[config.mk]
export PLATFORM = sky130hd
export DESIGN_NAME = extram_bus_fabric
export DESIGN_NICKNAME = d
export VERILOG_FILES = /design/src/rtl/extram_bus_pkg.sv /design/src/rtl/extram_bus_fabric_irq_sync.sv /design/src/rtl/extram_bus_fabric.sv
export SDC_FILE = /design/constraint.sdc
export NUM_CORES = 1
export LEC_CHECK = 0
export CAP_MARGIN = 20
export CORE_AREA = 2 2 103 115
export DETAILED_ROUTE_END_ITERATION = 8
export DIE_AREA = 0 0 105 117
export GPL_TIMING_DRIVEN = 0
export PLACE_DENSITY = 0.84
export SYNTH_ARGS = -nofsm -noshare
export SYNTH_HDL_FRONTEND = slang
export SYNTH_SLANG_ARGS = --single-unit
[constraint.sdc]
create_clock -name i_clk -period 2.9 [get_ports i_clk]
set_input_delay 0.58 -clock i_clk [delete_from_list [all_inputs] [get_ports i_clk]]
set_output_delay 0.58 -clock i_clk [all_outputs]
set_load 0.02 [all_outputs]
[src/rtl/extram_bus_pkg.sv]
// extram_bus_pkg
// Shared constants for the extram bus fabric: access FSM encoding, the
// read value returned by an aborted access, the peripheral slot map, the
// latched request attributes and the timeout counter sizing helper.
// The optional bus timeout is enabled by defining BUS_TIMEOUT_EN.

package extram_bus_pkg;

    // Access FSM encoding (kept as plain constants for legacy tools)
    localparam logic [1:0] ST_IDLE = 2'd0;
    localparam logic [1:0] ST_REQ  = 2'd1;
    localparam logic [1:0] ST_DONE = 2'd2;

    // Read data returned when a slave never releases its wait
    localparam logic [31:0] DEAD_DATA = 32'hFFFF_FFFF;

    // Slot map of the peripherals hanging off the fabric
    localparam int SLOT_SDCARD = 0;
    localparam int SLOT_CDDA   = 1;
    localparam int SLOT_IDE    = 2;

    // Attributes captured from the CPU at the start of an access
    typedef struct packed {
        logic [31:0] wdata;
        logic        oe;
        logic [3:0]  wstrb;
    } req_attr_t;

    // Timeout counter width: wide enough for the limit, clamped to 10..16 bits
    function automatic int tmo_cnt_width(input int timeout);
        int w;
        w = $clog2(timeout + 1);
        if (w < 10) w = 10;
        if (w > 16) w = 16;
        return w;
    endfunction

endpackage

[src/rtl/extram_bus_fabric_irq_sync.sv]
// irq_sync
// Single-bit synchroniser for an asynchronous peripheral interrupt.
// DEPTH flops in series; the level is preserved and delayed by DEPTH cycles.

import extram_bus_pkg::*;

module irq_sync #(
    parameter int DEPTH = 2
) (
    input  logic i_clk,
    input  logic i_rst,
    input  logic i_async,
    output logic o_sync
);

    logic [DEPTH-1:0] r_chain;

    // Shift the raw interrupt through the synchroniser chain
    always_ff @(posedge i_clk) begin
        if (i_rst) begin
            r_chain <= '0;
        end else begin
            r_chain <= {r_chain[DEPTH-2:0], i_async};
        end
    end

    assign o_sync = r_chain[DEPTH-1];

endmodule

[src/rtl/extram_bus_fabric.sv]
// extram_bus_fabric
// Decodes the CPU extram port onto NSLAVE peripheral slots, registers the
// access attributes, muxes the selected slave's read data back and merges
// the slave stalls into cpu_wait. Interrupts are synchronised per slot.
// Optional feature: define BUS_TIMEOUT_EN to abort accesses whose slave
// holds wait for TIMEOUT cycles.
//
// state | meaning
// ------+-----------------------------------------------------------
// IDLE  | no access; cpu_cs latches address/data/strobes and slot
// REQ   | slv_cs of the latched slot high, waiting for slv_wait low
// DONE  | result presented, cpu_wait low for this single cycle

import extram_bus_pkg::*;

module extram_bus_fabric #(
    parameter int ADDR_W     = 16,
    parameter int NSLAVE     = 3,
    parameter int SEL_LSB    = 11,
    parameter int SEL_W      = 2,
    parameter int TIMEOUT    = 1023,
    parameter int IRQ_STAGES = 2
) (
    input  logic                  i_clk,
    input  logic                  i_rst,
    input  logic [ADDR_W-1:0]     i_cpu_a,
    input  logic [31:0]           i_cpu_d_out,
    output logic [31:0]           o_cpu_d_in,
    input  logic                  i_cpu_cs,
    input  logic                  i_cpu_oe,
    input  logic [3:0]            i_cpu_wstrb,
    output logic                  o_cpu_wait,
    output logic [ADDR_W-1:0]     o_slv_a,
    output logic [31:0]           o_slv_d_in,
    output logic                  o_slv_oe,
    output logic [3:0]            o_slv_wstrb,
    output logic [NSLAVE-1:0]     o_slv_cs,
    input  logic [NSLAVE*32-1:0]  i_slv_d_out,
    input  logic [NSLAVE-1:0]     i_slv_wait,
    input  logic [NSLAVE-1:0]     i_slv_irq,
    output logic [NSLAVE-1:0]     o_cpu_irq,
    output logic                  o_bus_err
);

    // Reject parameter sets that cannot be decoded
    if (NSLAVE < 1 || NSLAVE > 2**SEL_W || IRQ_STAGES < 2 || TIMEOUT < 1 ||
        ADDR_W < SEL_LSB + SEL_W) begin : g_param_err
        $error("extram_bus_fabric: illegal parameter set");
    end

    logic [1:0]        r_state;
    logic [SEL_W-1:0]  r_slot;
    logic [ADDR_W-1:0] r_a;
    req_attr_t         r_req;
    logic [31:0]       r_rdata;
    logic              r_err;

    logic [SEL_W-1:0]  w_slot;
    logic              w_mapped;
    logic              w_sel_wait;
    logic [31:0]       w_sel_data;
    logic              w_tmo_tc;

    assign w_slot   = i_cpu_a[SEL_LSB +: SEL_W];
    assign w_mapped = (int'(w_slot) < NSLAVE);

    // Select wait and read data of the latched slot
    always_comb begin
        w_sel_wait = 1'b1;
        w_sel_data = '0;
        for (int k = 0; k < NSLAVE; k++) begin
            if (r_slot == SEL_W'(k)) begin
                w_sel_wait = i_slv_wait[k];
                w_sel_data = i_slv_d_out[32*k +: 32];
            end
        end
    end

`ifdef BUS_TIMEOUT_EN
    localparam int CNT_W = tmo_cnt_width(TIMEOUT);

    logic [CNT_W-1:0] r_tmo_cnt;

    // Down-counter armed outside REQ, counting stalled REQ cycles to zero
    always_ff @(posedge i_clk) begin
        if (i_rst) begin
            r_tmo_cnt <= '0;
        end else if (r_state != ST_REQ) begin
            r_tmo_cnt <= CNT_W'(TIMEOUT - 1);
        end else if (w_sel_wait && (r_tmo_cnt != '0)) begin
            r_tmo_cnt <= r_tmo_cnt - 1'b1;
        end
    end

    // Terminal count: this is the TIMEOUT-th REQ cycle with wait still high
    assign w_tmo_tc = (r_tmo_cnt == '0);
`else
    assign w_tmo_tc = 1'b0;
`endif

    // Access FSM with request latching, read capture and sticky error
    always_ff @(posedge i_clk) begin
        if (i_rst) begin
            r_state <= ST_IDLE;
            r_slot  <= '0;
            r_a     <= '0;
            r_req   <= '0;
            r_rdata <= '0;
            r_err   <= 1'b0;
        end else begin
            case (r_state)
                ST_IDLE: begin
                    if (i_cpu_cs) begin
                        r_slot      <= w_slot;
                        r_a         <= i_cpu_a;
                        r_req.wdata <= i_cpu_d_out;
                        r_req.oe    <= i_cpu_oe;
                        r_req.wstrb <= i_cpu_wstrb;
                        if (w_mapped) begin
                            r_state <= ST_REQ;
                        end else begin
                            // Nothing lives there: finish at once with zero data
                            r_rdata <= '0;
                            r_err   <= 1'b1;
                            r_state <= ST_DONE;
                        end
                    end
                end
                ST_REQ: begin
                    if (!w_sel_wait) begin
                        if (r_req.oe) begin
                            r_rdata <= w_sel_data;
                        end
                        r_state <= ST_DONE;
                    end else if (w_tmo_tc) begin
                        if (r_req.oe) begin
                            r_rdata <= DEAD_DATA;
                        end
                        r_err   <= 1'b1;
                        r_state <= ST_DONE;
                    end
                end
                ST_DONE: begin
                    r_state <= ST_IDLE;
                end
                default: begin
                    r_state <= ST_IDLE;
                end
            endcase
        end
    end

    // One-hot slot select, only while the access is in REQ
    always_comb begin
        o_slv_cs = '0;
        for (int k = 0; k < NSLAVE; k++) begin
            o_slv_cs[k] = (r_state == ST_REQ) && (r_slot == SEL_W'(k));
        end
    end

    assign o_slv_a     = r_a;
    assign o_slv_d_in  = r_req.wdata;
    assign o_slv_oe    = r_req.oe;
    assign o_slv_wstrb = (r_state == ST_REQ) ? r_req.wstrb : 4'b0000;
    assign o_cpu_d_in  = r_rdata;
    assign o_cpu_wait  = i_cpu_cs && (r_state != ST_DONE);
    assign o_bus_err   = r_err;

    for (genvar k = 0; k < NSLAVE; k++) begin : g_irq
        irq_sync #(
            .DEPTH (IRQ_STAGES)
        ) u_irq_sync (
            .i_clk   (i_clk),
            .i_rst   (i_rst),
            .i_async (i_slv_irq[k]),
            .o_sync  (o_cpu_irq[k])
        );
    end

endmodule

==> summary.txt, run 1 <==
Timing
  • Final hold violation count: 0
  • Achievable Freq: 357 MHz
  • TNS Setup: 0 ps
  • Min Tclk post-route: 2800 ps
  • Slew margin rel.: 64.7%
  • Final WS setup: 98.7 ps
  • Max Slew Vio Count: 0
  • Hold_ws: 442 ps
  • Crit share post-route: 96.6%
  • Skew final: 4.48 ps
  • Setup violations, final: 0
  • RSZ-0062 raised after global routing: false
  • Least-Margin Pin Slew: 529 ps

Critical path
  • Req. time, crit path: 2320 ps
  • Crit path kind: register to primary output
  • Reg2Reg Setup Slack: 1100 ps
  • Critical path arrival: 2220 ps
  • Critical path's slowest cell: clkdlybuf4s50_1
  • Worst Path Max Fanout: 10
  • FF-to-FF path depth: 6
  • Kind of end point of the critical path: primary output
  • R2r endpoint: o_cpu_d_in[23]
  • Startpoint types: register
  • Cells along the critical path: nor2b_2, clkbuf_1, nor2b_1, clkdlybuf4s50_1
  • Max incr delay on CP: 630 ps
  • Worst reg2reg path startpoint: r_slot[0]

Logic synthesis
  • Yosys warning count: 0
  • Synth cell types: 24
  • Syn_area_per_cell: 8.15 um^2
  • Top FF cell, synth: dfxtp_1
  • Seq/Total Area, Yosys: 41.2%
  • Synth top area share: 41.2%
  • Post-synth ARST share: 0%
  • Post-Synthesis Cells: 560
  • Number of synthesized flops with an enable pin: 0
  • Most common cell in the netlist: nand2_1
  • Synth area leader: dfxtp_1
  • Post-synthesis cell area: 4560 um^2
  • Area contributors post-synth: dfxtp_1 (41%), mux2i_1 (14%), nand2_1 (9.2%), buf_4 (6.6%), a21oi_1 (5.9%)
  • Yosys reg bits: 94
  • Post-synth net total: 718
  • Synth cell count leaders: nand2_1 (112), dfxtp_1 (94), mux2i_1 (65)

Power and ir drop
  • Net Switching: 0.888 mW
  • Sequential Power Share: 39.3%
  • Worst vdd ir: 341 uV
  • Sw Ratio: 25.1%
  • Total power: 3.54 mW
  • PwrDens: 466 nW/um^2
  • Clock power frac: 37.9%
  • Comb pwr share: 22.8%
  • Internal cell power: 2.65 mW
  • Pleak: 2.84 nW

Floorplanning
  • Die footprint: 12300 um^2
  • Die Wd: 105 um
  • Total core area: 11200 um^2
  • I/O pin count: 251
  • Die H: 117 um
  • Floorplan row count: 41
  • Initial core utilization: 40.8%

Cells and area
  • Antenna diodes: 0
  • Final instance area: 7600 um^2
  • Layout cells sized above 1: 7.51%
  • Final Non-Filler Cells: 976
  • Final net count: 979
  • Area delta synth->final: 66.6%
  • Final cell utilization of the core: 68.0%

Clocking
  • H-Tree Depth: 3
  • CTS tree: yes
  • Reg clk slew, reported paths: 70 ps
  • Clock root cell: clkbuf_16
  • Clk_lat worst skew: 330 ps
  • CTS buffer count: 9
  • Sink Count: 94
  • Cts hold-fix bufs: 0
  • Clk buf depth: 2

Route
  • WL/cell: 14.8 um
  • First-pass DRT Iterations: 5
  • Via count: 4631
  • Vias per inst: 4.74
  • Residual DRC: 0
  • Final WL: 14400 um
  • Starting DRT DRC Count: 166
  • Final ANT Viol Nets: 0

Place
  • Placed Cells: 960
  • Pre-CTS setup slack: 341 ps
  • PortBufs: 250
  • DP Area: 7250 um^2
  • Detail Placement HPWL: 11500 um
  • Gpl congestion: 0.851

GRT
  • First-pass GRT wire length: 22700 um
  • Initial antenna violation count: 0
  • Vias in the first global route: 4628
  • Overall global routing resource usage: 23.0%
  • Grt ovf: 0
  • Largest net degree at the start of global routing: 17

Worst hold path
  • Worst Hold Path Cells: 1
  • Hold Path Class: register to register
  • Min-Delay Startpoint: g_irq[0].u_irq_sync.r_chain[0]
  • Worst Hold End: g_irq[0].u_irq_sync.r_chain[1]

Run
  • Maxcap violations: 0

Outcome
  • Status: complete, no violations
[worst max-delay path by stage]
stage          slack [ps]           to        start  cells past startpoint
2_1_floorplan         870  o_slv_cs[1]    r_slot[0]                      3
3_3_place_gp          330   o_cpu_wait     i_cpu_cs                      3
3_5_place_dp          340   o_cpu_wait     i_cpu_cs                      3
4_1_cts                20  o_slv_cs[0]  o_slv_a[12]                      4
5_1_grt              0.06  o_slv_cs[2]  o_slv_a[12]                      4
6_report              100  o_slv_cs[2]  o_slv_a[12]                      4
[critical path: cells and delay by family (launching register included)]
family / cells / cell delay [ps]
flops: 1 / 400
buf+inv: 2 / 960
simple gates: 2 / 530
[sequential cells by signal, summed over array words and instances, names as in the netlist]
name and cells:
g_irq.u_irq_sync.r_chain 6, o_bus_err 1, o_cpu_d_in 32, o_slv_a 15
o_slv_d_in 32, o_slv_oe 1, r_req 4, r_slot 1
r_state 2
[cell type report]
class                      count  area, um^2
multi-input combinational    391        2220
inverter                       1        3.75
tap                          150         188
timing repair buffer         250        2500
fill                         946        3580
buffer                        74         464
clock buffer                   9         225
clock inverter                 7         120
sequential                    94        1880
[per-layer routing]
layer  GRT usage, %  vias up  share of wire [%]
li1               -     2314                  -
met1           24.4     2106                 40
met2           43.2      186                 50
met3           6.70       25                7.3
met4           9.33        0                2.5
met5              0        -                  0
[placed cells by master, fill, tap and decap left out, drive strengths merged]
| cell | n |
|---|---|
| clkdlybuf4s50 | 250 |
| nor2 | 36 |
| nand2b | 33 |
| a211oi | 1 |
| a31oi | 3 |
| and3 | 1 |
| clkinv | 2 |
| clkinvlp | 1 |
| a21boi | 1 |
| nand3 | 1 |
| a21oi | 54 |
| dfxtp | 94 |
| or2 | 1 |
| buf | 50 |
| o21ai | 35 |
| and4bb | 1 |
| nor3 | 1 |
| bufinv | 3 |
| clkbuf | 33 |
| and2 | 37 |
| nand2 | 112 |
| nor2b | 8 |
| nor3b | 1 |
| inv | 2 |
| mux2i | 65 |
[cells by family (layout without fill, tap and decap cells)]
logic type | Yosys count | in the layout | share of synthesized area [%]
multiplexers | 65 | 65 | 14.3
AO/OA/AOI/OAI | 94 | 94 | 10.5
AND/OR/NAND/NOR | 232 | 232 | 23.8
flip-flops | 94 | 94 | 41.2
buffers and inverters | 75 | 341 | 10.2
[power groups by stage]
stage,Combinational [mW],Sequential [mW],Clock (mW)
2_1_floorplan,0.369,1.44,0
3_3_place_gp,0.794,1.42,0
3_5_place_dp,0.806,1.42,0
4_1_cts,0.812,1.39,1.37
5_1_grt,0.869,1.40,1.41
6_report,0.807,1.39,1.34
[timing repair]
| action | CTS | global route |
|---|---|---|
| hold endpoints to repair | 0 | 0 |
| setup buffers | 0 | 0 |
| endpoints found under the setup margin | 1 | 2 |
| resized for setup | 1 | 2 |
(Power assumes the default switching activity.)
==> run 2: changes to the inputs <==
- SLEW_MARGIN: unset -> 25
==> results of run 2 <==
Same layout as run 1: the final DEF is identical, and so are final timing and power.
